[src/rtl/dmem_pkg.sv]
// Shared definitions for the data-memory access sequencer.
//   - state encoding of the sequencer FSM
//   - load/store size codes as presented on size_i
//   - default memory geometry
//   - helper returning the byte count of a size code
package dmem_pkg;

    localparam int unsigned DMEM_DEPTH  = 32;
    localparam int unsigned DMEM_ADDR_W = 5;

    typedef enum logic [1:0] {
        StIdle = 2'd0,
        StXfer = 2'd1,
        StDone = 2'd2,
        StErr  = 2'd3
    } state_e;

    localparam logic [1:0] SZ_B = 2'd0;
    localparam logic [1:0] SZ_H = 2'd1;
    localparam logic [1:0] SZ_W = 2'd2;

    // Number of single-byte memory cycles for a size code; 0 flags the illegal code.
    function automatic logic [2:0] size_bytes(input logic [1:0] size);
        logic [2:0] n;
        case (size)
            SZ_B:    n = 3'd1;
            SZ_H:    n = 3'd2;
            SZ_W:    n = 3'd4;
            default: n = 3'd0;
        endcase
        return n;
    endfunction

endpackage

[src/rtl/dmem_load_ext.sv]
// Load result extension.
// Widens the assembled little-endian load bytes to 32 bits.
//   size_i     in   2  size code of the completed load
//   unsigned_i in   1  1 = zero-extend, 0 = sign-extend
//   capture_i  in  32  bytes gathered from memory, byte 0 in [7:0]
//   rdata_o    out 32  extended load result
module dmem_load_ext
    import dmem_pkg::*;
(
    input  logic [1:0]  size_i,
    input  logic        unsigned_i,
    input  logic [31:0] capture_i,
    output logic [31:0] rdata_o
);

    logic fill_b;
    logic fill_h;

    assign fill_b = ~unsigned_i & capture_i[7];
    assign fill_h = ~unsigned_i & capture_i[15];

    always_comb begin
        rdata_o = capture_i;
        case (size_i)
            SZ_B:    rdata_o = {{24{fill_b}}, capture_i[7:0]};
            SZ_H:    rdata_o = {{16{fill_h}}, capture_i[15:0]};
            default: rdata_o = capture_i;
        endcase
    end

endmodule

[src/rtl/dmem_access_seq.sv]
// Data-memory access sequencer.
// Breaks a byte/half/word load or store from the MEM stage into 1, 2 or 4 single-byte
// memory cycles (little-endian), stalls the pipeline while busy and returns an extended
// load result. Misaligned, out-of-range and illegal-size requests are rejected with err_o.
//   clk_i        in   1  clock
//   rst_i        in   1  synchronous active-high reset
//   req_i        in   1  access request, held until done_o/err_o
//   we_i         in   1  1 = store, 0 = load
//   size_i       in   2  0 byte, 1 half, 2 word, 3 illegal
//   unsigned_i   in   1  zero-extend loads when 1
//   addr_i       in  32  byte address
//   wdata_i      in  32  store data
//   stall_o      out  1  pipeline hold
//   done_o       out  1  completion pulse
//   err_o        out  1  error pulse
//   rdata_o      out 32  load result while done_o
//   mem_addr_o   out 32  memory byte address
//   mem_wdata_o  out 32  memory write byte in [7:0]
//   mem_we_o     out  1  memory write strobe
//   mem_re_o     out  1  memory read strobe
//   mem_rdata_i  in  32  memory read data, [7:0] used
module dmem_access_seq
    import dmem_pkg::*;
#(
    parameter int unsigned DEPTH  = DMEM_DEPTH,
    parameter int unsigned ADDR_W = DMEM_ADDR_W
) (
    input  logic        clk_i,
    input  logic        rst_i,
    input  logic        req_i,
    input  logic        we_i,
    input  logic [1:0]  size_i,
    input  logic        unsigned_i,
    input  logic [31:0] addr_i,
    input  logic [31:0] wdata_i,
    output logic        stall_o,
    output logic        done_o,
    output logic        err_o,
    output logic [31:0] rdata_o,
    output logic [31:0] mem_addr_o,
    output logic [31:0] mem_wdata_o,
    output logic        mem_we_o,
    output logic        mem_re_o,
    input  logic [31:0] mem_rdata_i
);

    state_e            state_q, state_d;
    logic [1:0]        count_q, count_d;
    logic [ADDR_W-1:0] base_q, base_d;
    logic              we_q, we_d;
    logic [1:0]        size_q, size_d;
    logic              uns_q, uns_d;
    logic [31:0]       wdata_q, wdata_d;
    logic [31:0]       capture_q, capture_d;

    logic [31:0]       req_n;
    logic              req_err;
    logic [1:0]        last_count;
    logic [4:0]        byte_lsb;
    logic [31:0]       ext_rdata;
    logic              unused_rdata;

    // Only the low byte of the memory read port carries data.
    assign unused_rdata = ^mem_rdata_i[31:8];

    // Request validation. The range test is written as addr > DEPTH - N so that
    // addresses near 2^32 cannot wrap around into range.
    always_comb begin
        req_n   = {29'd0, size_bytes(size_i)};
        req_err = 1'b0;
        if (size_i == 2'd3) begin
            req_err = 1'b1;
        end else if ((addr_i & (req_n - 32'd1)) != 32'd0) begin
            req_err = 1'b1;
        end else if (addr_i > (DEPTH - req_n)) begin
            req_err = 1'b1;
        end
    end

    always_comb begin
        case (size_q)
            SZ_B:    last_count = 2'd0;
            SZ_H:    last_count = 2'd1;
            default: last_count = 2'd3;
        endcase
    end

    assign byte_lsb = {count_q, 3'b000};

    dmem_load_ext u_load_ext (
        .size_i     (size_q),
        .unsigned_i (uns_q),
        .capture_i  (capture_q),
        .rdata_o    (ext_rdata)
    );

    always_comb begin
        state_d     = state_q;
        count_d     = count_q;
        base_d      = base_q;
        we_d        = we_q;
        size_d      = size_q;
        uns_d       = uns_q;
        wdata_d     = wdata_q;
        capture_d   = capture_q;

        stall_o     = 1'b0;
        done_o      = 1'b0;
        err_o       = 1'b0;
        rdata_o     = 32'd0;
        mem_addr_o  = 32'd0;
        mem_wdata_o = 32'd0;
        mem_we_o    = 1'b0;
        mem_re_o    = 1'b0;

        unique case (state_q)
            StIdle: begin
                // Combinational so the pipeline holds in the request cycle itself.
                stall_o = req_i;
                if (req_i) begin
                    if (req_err) begin
                        state_d = StErr;
                    end else begin
                        // In-range addresses fit in ADDR_W bits.
                        base_d    = addr_i[ADDR_W-1:0];
                        we_d      = we_i;
                        size_d    = size_i;
                        uns_d     = unsigned_i;
                        wdata_d   = wdata_i;
                        capture_d = 32'd0;
                        count_d   = 2'd0;
                        state_d   = StXfer;
                    end
                end
            end

            StXfer: begin
                stall_o     = 1'b1;
                mem_addr_o  = {{(32-ADDR_W){1'b0}}, base_q + ADDR_W'(count_q)};
                mem_we_o    = we_q;
                mem_re_o    = ~we_q;
                mem_wdata_o = {24'd0, wdata_q[byte_lsb +: 8]};
                if (!we_q) begin
                    capture_d[byte_lsb +: 8] = mem_rdata_i[7:0];
                end
                if (count_q == last_count) begin
                    count_d = 2'd0;
                    state_d = StDone;
                end else begin
                    count_d = count_q + 2'd1;
                end
            end

            StDone: begin
                done_o  = 1'b1;
                rdata_o = we_q ? 32'd0 : ext_rdata;
                state_d = StIdle;
            end

            StErr: begin
                err_o   = 1'b1;
                state_d = StIdle;
            end

            default: begin
                state_d = StIdle;
            end
        endcase
    end

    always_ff @(posedge clk_i) begin
        if (rst_i) begin
            state_q   <= StIdle;
            count_q   <= 2'd0;
            base_q    <= '0;
            we_q      <= 1'b0;
            size_q    <= 2'd0;
            uns_q     <= 1'b0;
            wdata_q   <= 32'd0;
            capture_q <= 32'd0;
        end else begin
            state_q   <= state_d;
            count_q   <= count_d;
            base_q    <= base_d;
            we_q      <= we_d;
            size_q    <= size_d;
            uns_q     <= uns_d;
            wdata_q   <= wdata_d;
            capture_q <= capture_d;
        end
    end

endmodule

[config.mk]
export PLATFORM = sky130hd
export DESIGN_NAME = dmem_access_seq
export DESIGN_NICKNAME = d
export VERILOG_FILES = /design/src/rtl/dmem_pkg.sv /design/src/rtl/dmem_load_ext.sv /design/src/rtl/dmem_access_seq.sv
export SDC_FILE = /design/constraint.sdc
export NUM_CORES = 1
export LEC_CHECK = 0
export CAP_MARGIN = 20
export CORE_UTILIZATION = 39
export CTS_CLUSTER_DIAMETER = 80
export DETAILED_ROUTE_END_ITERATION = 16
export GPL_TIMING_DRIVEN = 0
export PLACE_DENSITY = 0.86
export SLEW_MARGIN = 10
export SYNTH_ARGS = -nofsm -noshare
export SYNTH_HDL_FRONTEND = slang
export SYNTH_HIERARCHICAL = 1
export SYNTH_SLANG_ARGS = --single-unit
[constraint.sdc]
create_clock -name clk_i -period 2.5 [get_ports clk_i]
set_input_delay 0.375 -clock clk_i [delete_from_list [all_inputs] [get_ports clk_i]]
set_output_delay 0.375 -clock clk_i [all_outputs]
set_load 0.02 [all_outputs]
# ---- After elaboration in Yosys (flattened, before gate mapping)
# Index checks and enable logic that the tools add are counted.
dict set report word_totals {
  in_bits 103
  wordCells 73
  out_inout_bits 101
  regBits 77
}
dict set report op_classes {
  reduce_logical 10
  shift 3
  eq_ne 12
  n_mux 28
  n_lt_le_gt_ge 1
  bitwise_logic 6
  add_sub_neg 5
}
# operator count
set ops {}
lappend ops {{$mux 32} 5}
lappend ops {{$pmux 32 s2} 2}
lappend ops {{$and 32x32->32} 1}
lappend ops {{$bwmux 32} 1}
lappend ops {{$gt 32x32->1} 1}
lappend ops {{$reduce_bool 32->1} 1}
lappend ops {{$shift 8x7->32 const A} 1}
lappend ops {{$shiftx 32x6->8} 1}
lappend ops {{$shiftx 8x7->32} 1}
lappend ops {{$mux 2} 6}
lappend ops {{$pmux 3 s3} 1}
lappend ops {{$eq 2x2->1 const B} 4}
lappend ops {{$mux 8} 1}
lappend ops {{$ne 2x2->1 const B} 4}
lappend ops {{$pmux 2 s2} 2}
lappend ops {{$mux 1} 7}
lappend ops {{$neg 5->7} 1}
lappend ops {{$sub 6x3->7 const A} 1}
lappend ops {{$eq 2x1->1 const B} 3}
lappend ops {{$logic_not 2->1} 3}
lappend ops {{$pmux 2 s3} 1}
lappend ops {{$reduce_and 3->1} 2}
lappend ops {{$add 5x2->5} 1}
lappend ops {{$mux 5} 1}
lappend ops {{other kinds (10)} 13}

# ---- Depth between registers and ports, before layout
dict set report logic_depth {
  depth_word 10
  depth_mapped 11
  ltp_nobuf 9
}

# ---- Modules after synthesis
# The synthesis kept the hierarchy.
# module n_inst cells_per_inst seq_area_each_um2 area_per_inst_um2
set modules_own_cells {}
lappend modules_own_cells {dmem_access_seq 1 473 1541.5 4444.3}
lappend modules_own_cells {dmem_load_ext 1 67 0.0 355.3}

# ---- Worst setup path after synthesis
# Ideal clock, no wire load.
dict set report synth_timing {
  path_kind {input port to flip-flop}
  from {input port size_i[1]}
  to {register wdata_q[10]}
  arrival_time_ns 2.374
  required_ns 2.372
  setup_time_ns 0.128
  setup_slack_ns -0.001
  path_buffers 1
  path_stages 9
  cell_sequence {or2_2 ha_1 nor4_1 nand2_1 or3_4 nor4_4 buf_6 mux2i_1 nor2_1}
}
dict set report synth_between {
  elab_chain_len 9
  elab_cells_between_ends 15
  cone_classes {add/sub (2); order compare (1); eq/ne (3); mux (4); bitwise (2); reduce/logical (3)}
}
# element line
set synth_lines {}
lappend synth_lines {{start, declared} dmem_access_seq.sv:32} ;# input logic [1:0] size_i,
lappend synth_lines {{$eq 2x2->1, or another cell as far along} dmem_pkg.sv:25} ;# case (size)
lappend synth_lines {{$pmux 3 s3} dmem_pkg.sv:25}
lappend synth_lines {{$sub 6x3->7 or $sub 3x1->4 (tied branches)} {dmem_access_seq.sv:75, dmem_access_seq.sv:73}}
lappend synth_lines {{$gt 32x32->1 or $and 32x32->32 (tied branches)} {dmem_access_seq.sv:75, dmem_access_seq.sv:73}}
lappend synth_lines {{$mux 1 or $reduce_bool 32->1 (tied branches)} {dmem_access_seq.sv:75, dmem_access_seq.sv:73}}
lappend synth_lines {{$mux 1} dmem_access_seq.sv:73} ;# end else if ((addr_i & (req_n - 32'd1)) != 32'd0) begin
lappend synth_lines {{$mux 1 (*)} dmem_access_seq.sv:71} ;# if (size_i == 2'd3) begin
lappend synth_lines {{$not 1->1 (no line) (*)} --}
lappend synth_lines {{$reduce_and 3->1 (no line) (*)} --}
lappend synth_lines {{end signal, assigned} dmem_access_seq.sv:188} ;# wdata_q <= wdata_d;
lappend synth_lines {{end, declared} dmem_access_seq.sv:53} ;# logic [31:0] wdata_q, wdata_d;
# Every way passes the cells marked *; elsewhere a longest branch is shown, timed or not.
# A chain may end at the register's enable or synchronous reset.

# ---- Worst setup path in the final report
dict set report layout_timing {
  from {register size_q[1]}
  to {output port rdata_o[30]}
}
dict set report layout_between {
  elab_chain_len 4
  elab_cells_between_ends 5
  cone_classes {eq/ne (1); mux (3); reduce/logical (1)}
}
# element line
set layout_lines {}
lappend layout_lines {{start, declared} dmem_access_seq.sv:51} ;# logic [1:0] size_q, size_d;
lappend layout_lines {{start signal, assigned} dmem_access_seq.sv:186} ;# size_q <= size_d;
lappend layout_lines {{$eq 2x1->1 or $logic_not 2->1 (tied branches)} dmem_load_ext.sv:24} ;# case (size_i)
lappend layout_lines {{$pmux 32 s2 (*)} dmem_load_ext.sv:24}
lappend layout_lines {{named net ext_rdata[30]} dmem_access_seq.sv:60} ;# logic [31:0] ext_rdata;
lappend layout_lines {{$mux 32 (*)} dmem_access_seq.sv:156} ;# rdata_o = we_q ? 32'd0 : ext_rdata;
lappend layout_lines {{$mux 32 (*)} dmem_access_seq.sv:116} ;# unique case (state_q)
lappend layout_lines {{end, declared} dmem_access_seq.sv:39} ;# output logic [31:0] rdata_o,
# The timed path passes the listed nets; every way through them passes the cells marked *.

==> qor.tcl <==
set qor(n_antenna_cell) 0
set qor(tritoncts_clock_tree) {yes}
set qor(synth-warning-count) 6
set qor(worst_path_largest_cell_delay_ns) 0.59
set qor(grt.overflow.total) 0
set qor(initial_utilization_pct) 40.0
set qor(nets) 856
set qor(clock_tree.htree_level_count) 3
set qor(area_delta_synth_final_pct) 45.2
set qor(crit_fanout) 8
set qor(grt_pass1_vias) 3981
set qor(hold_path_end) {state_q[1]}
set qor(slew-limit-headroom_pct) 63.6
set qor(path_cells) {buf_6 -> or2_1 -> buf_2 -> o21ai_0 -> and3_1 -> clkdlybuf4s50_1}
set qor(grt_antenna_before_repair) 0
set qor(setup-violations-final) 0
set qor(grt_max_degree) 18
set qor(critPathKind) {reg2out}
set qor(post-synth-top-count-cell) {sky130_fd_sc_hd__dfxtp_1}
set qor(numPortBuffers) 127
set qor(ys_top_cells_by_area) {sky130_fd_sc_hd__dfxtp_1 (32%), sky130_fd_sc_hd__buf_4 (9.5%), sky130_fd_sc_hd__mux2i_1 (8.8%), sky130_fd_sc_hd__o21ai_0 (5.2%), sky130_fd_sc_hd__or4b_1 (5.0%)}
set qor(clock_skew_ns) 0.0110
set qor(post_route_cells_drive_above_1_share_pct) 21.4
set qor(synthFlopType) {sky130_fd_sc_hd__dfxtp_1}
set qor(yosys.area.top_type_share_pct) 32.1
set qor(cp.required_ns) 2.12
set qor(vdd_drop_max_mv) 0.292
set qor(grt_use_total_pct) 19.6
set qor(clk_pin_slew_ns) 0.07
set qor(tightest_slew_ns) 0.542
set qor(holdBufCountCts) 0
set qor(fmaxAchievable_mhz) 406
set qor(synth_top_cell_by_area) {sky130_fd_sc_hd__dfxtp_1}
set qor(syn-instance-count) 540
set qor(dr.pass1.iters) 4
set qor(design.core.area_mm2) 0.0120
set qor(setup_repair_after_global_routing_missed_its_margin) {true}
set qor(die_y_um) 113
set qor(cts_sinks) 77
set qor(synth.avg_cell_area_um2) 8.89
set qor(leakage_nw) 3.08
set qor(ctsRootBufferMaster) {sky130_fd_sc_hd__clkbuf_16}
set qor(dpl.hpwl_mm) 9.46
set qor(report.final.hold_viol_count) 0
set qor(post-place-ws_ns) -0.828
set qor(finalWorstSetupSlack_ns) 0.0376
set qor(worst_hold_depth) 2
set qor(drt_iter0_markers) 188
set qor(synth.yosys.seq_area_share_pct) 32.1
set qor(chipWidth_um) 113
set qor(finalSetupTns_ns) 0
set qor(max_cap_violations) 0
set qor(avgRoutedWirePerCell_um) 14.0
set qor(tritoncts.num_buffers) 9
set qor(finalInstanceArea_mm2) 0.00697
set qor(clkLatencyLatePin_ns) 0.34
set qor(dpl_cell_area_mm2) 0.00644
set qor(netlist-cell-type-count) 52
set qor(residual_drc_count) 0
set qor(final_period_minus_worst_setup_slack_ns) 2.46
set qor(hp-class) {in2reg}
set qor(wire_length_of_the_first_global_routing_pass_mm) 19.7
set qor(routed-via-count) 4364
set qor(reg2reg_setup_slack_ns) 0.28
set qor(design.portCount) 204
set qor(timing.rr.start) {state_q[1]}
set qor(worstSetupStartpointType) {flop}
set qor(critical_path.reg2reg.endpoint) {capture_q[11]}
set qor(synth-edff-count) 0
set qor(synth.ff_latch_count) 77
set qor(timing.critical_path.from) {size_q[1]}
set qor(worst-r2r-cell-count) 6
set qor(floorplan.die_area_mm2) 0.0128
set qor(crit_slowest_cell) {sky130_fd_sc_hd__clkdlybuf4s50_1}
set qor(netlist_area_mm2) 0.00480
set qor(min_from) {rst_i}
set qor(finish.utilization_pct) 58.0
set qor(detail-route-antenna-nets) 0
set qor(max_slew_violation_count) 0
set qor(ys_async_sr_fraction_pct) 0
set qor(clk_path_buf_depth) 2
set qor(place_congestion) 0.858
set qor(route.detailed.vias_per_inst) 4.90
set qor(run_status) {complete, no violations}
set qor(rows) 40
set qor(arrival_ns) 2.09
set qor(fin_crit_sh_pct) 98.5
set qor(synth.top_cells.by_count) {sky130_fd_sc_hd__dfxtp_1 (77), sky130_fd_sc_hd__buf_4 (61), sky130_fd_sc_hd__nor2_1 (59)}
set qor(setup.worst_path.end_class) {output port}
set qor(p_per_area_mw_per_mm2) 447
set qor(postRouteWirelength_mm) 12.5
## what timing repair did
item                                    in CTS  in global routing
setup buffers                                6                  5
hold endpoints to repair                     0                  0
pin swaps                                   10                  8
resized for setup                           70                 32
endpoints found under the setup margin     122                 95
## how the worst max path moves through the flow
stage,end,slack [ns],depth (start not counted)
floorplan,capture_q[26],0.04,11
global placement,wdata_q[9],-0.79,10
detailed placement,wdata_q[19],-0.83,10
CTS,rdata_o[30],0.001,4
global route,rdata_o[30],-0.07,4
finish,rdata_o[30],0.04,6
## layout make-up
type | count | area, um^2
plain buffers | 101 | 779
fillers | 1061 | 5040
clock inverters | 7 | 76.3
clock buffers | 9 | 225
multi-input cells | 403 | 2800
well taps | 147 | 184
inverters | 9 | 33.8
repair buffers | 138 | 1320
flip-flops and latches | 77 | 1550
## kinds of logic after synthesis
kind of cell | after synthesis | synth area share (%)
and+or+nand+nor | 184 | 22.2
buffers and inverters | 110 | 15.8
AOI/OAI and AO/OA | 99 | 12.4
DFF | 77 | 32.1
muxes | 51 | 12.8
adders and majority gates | 14 | 3.81
xor gates and xnor gates | 4 | 0.730
other | 1 | 0.0781
## registers in the layout, summed over array words and instances, names as in the netlist
name,flops
capture_q,32
base_q,5
size_q,2
uns_q,1
we_q,1
wdata_q,32
state_q,2
count_q,2
## cells in the final DEF (no fill, tap or decap), drive strengths merged, types with 11 or more instances in the layout
master	count
nor2	60
inv	14
a21oi	29
o21ai	50
conb	51
clkdlybuf4s50	84
mux2i	43
and3	32
clkbuf	31
nor2b	11
dfxtp	77
ha	13
or4b	25
dlygate4sd2	32
nand2	32
buf	91
## stage by stage
stage	cells	hold WS (ns)	power [W]
floorplan	590	0.446	0.00158
global placement	864	0.459	0.00179
detailed placement	864	0.464	0.00179
CTS	886	0.232	0.00311
global route	891	0.247	0.00323
finish	891	0.250	0.00312
## power breakdown
group	internal (W)	total [W]	switching (W)
logic	0.000278	0.000561	0.000283
registers	0.00123	0.00124	0.00000653
clock network	0.000712	0.00131	0.000603
## routing by layer
metal / track usage [%] / share of wire, % / up-vias / wire (um)
met1: 23.9 / 42 / 1974 / 5320
met3: 4.07 / 6.7 / 13 / 835
met2: 34.7 / 50 / 178 / 6250
met5: 0 / 0 / - / 0
li1: - / - / 2199 / -
met4: 5.70 / 0.86 / 0 / 108
## worst max-delay path: cells and delay by family, from the launching register on
family | cells | cell delay, ns
DFF | 1 | 0.34
buffers and inverters | 3 | 0.88
AOI/OAI and AO/OA | 1 | 0.14
and+or+nand+nor | 2 | 0.39
No activity file was read; power rests on OpenSTA's default activity.
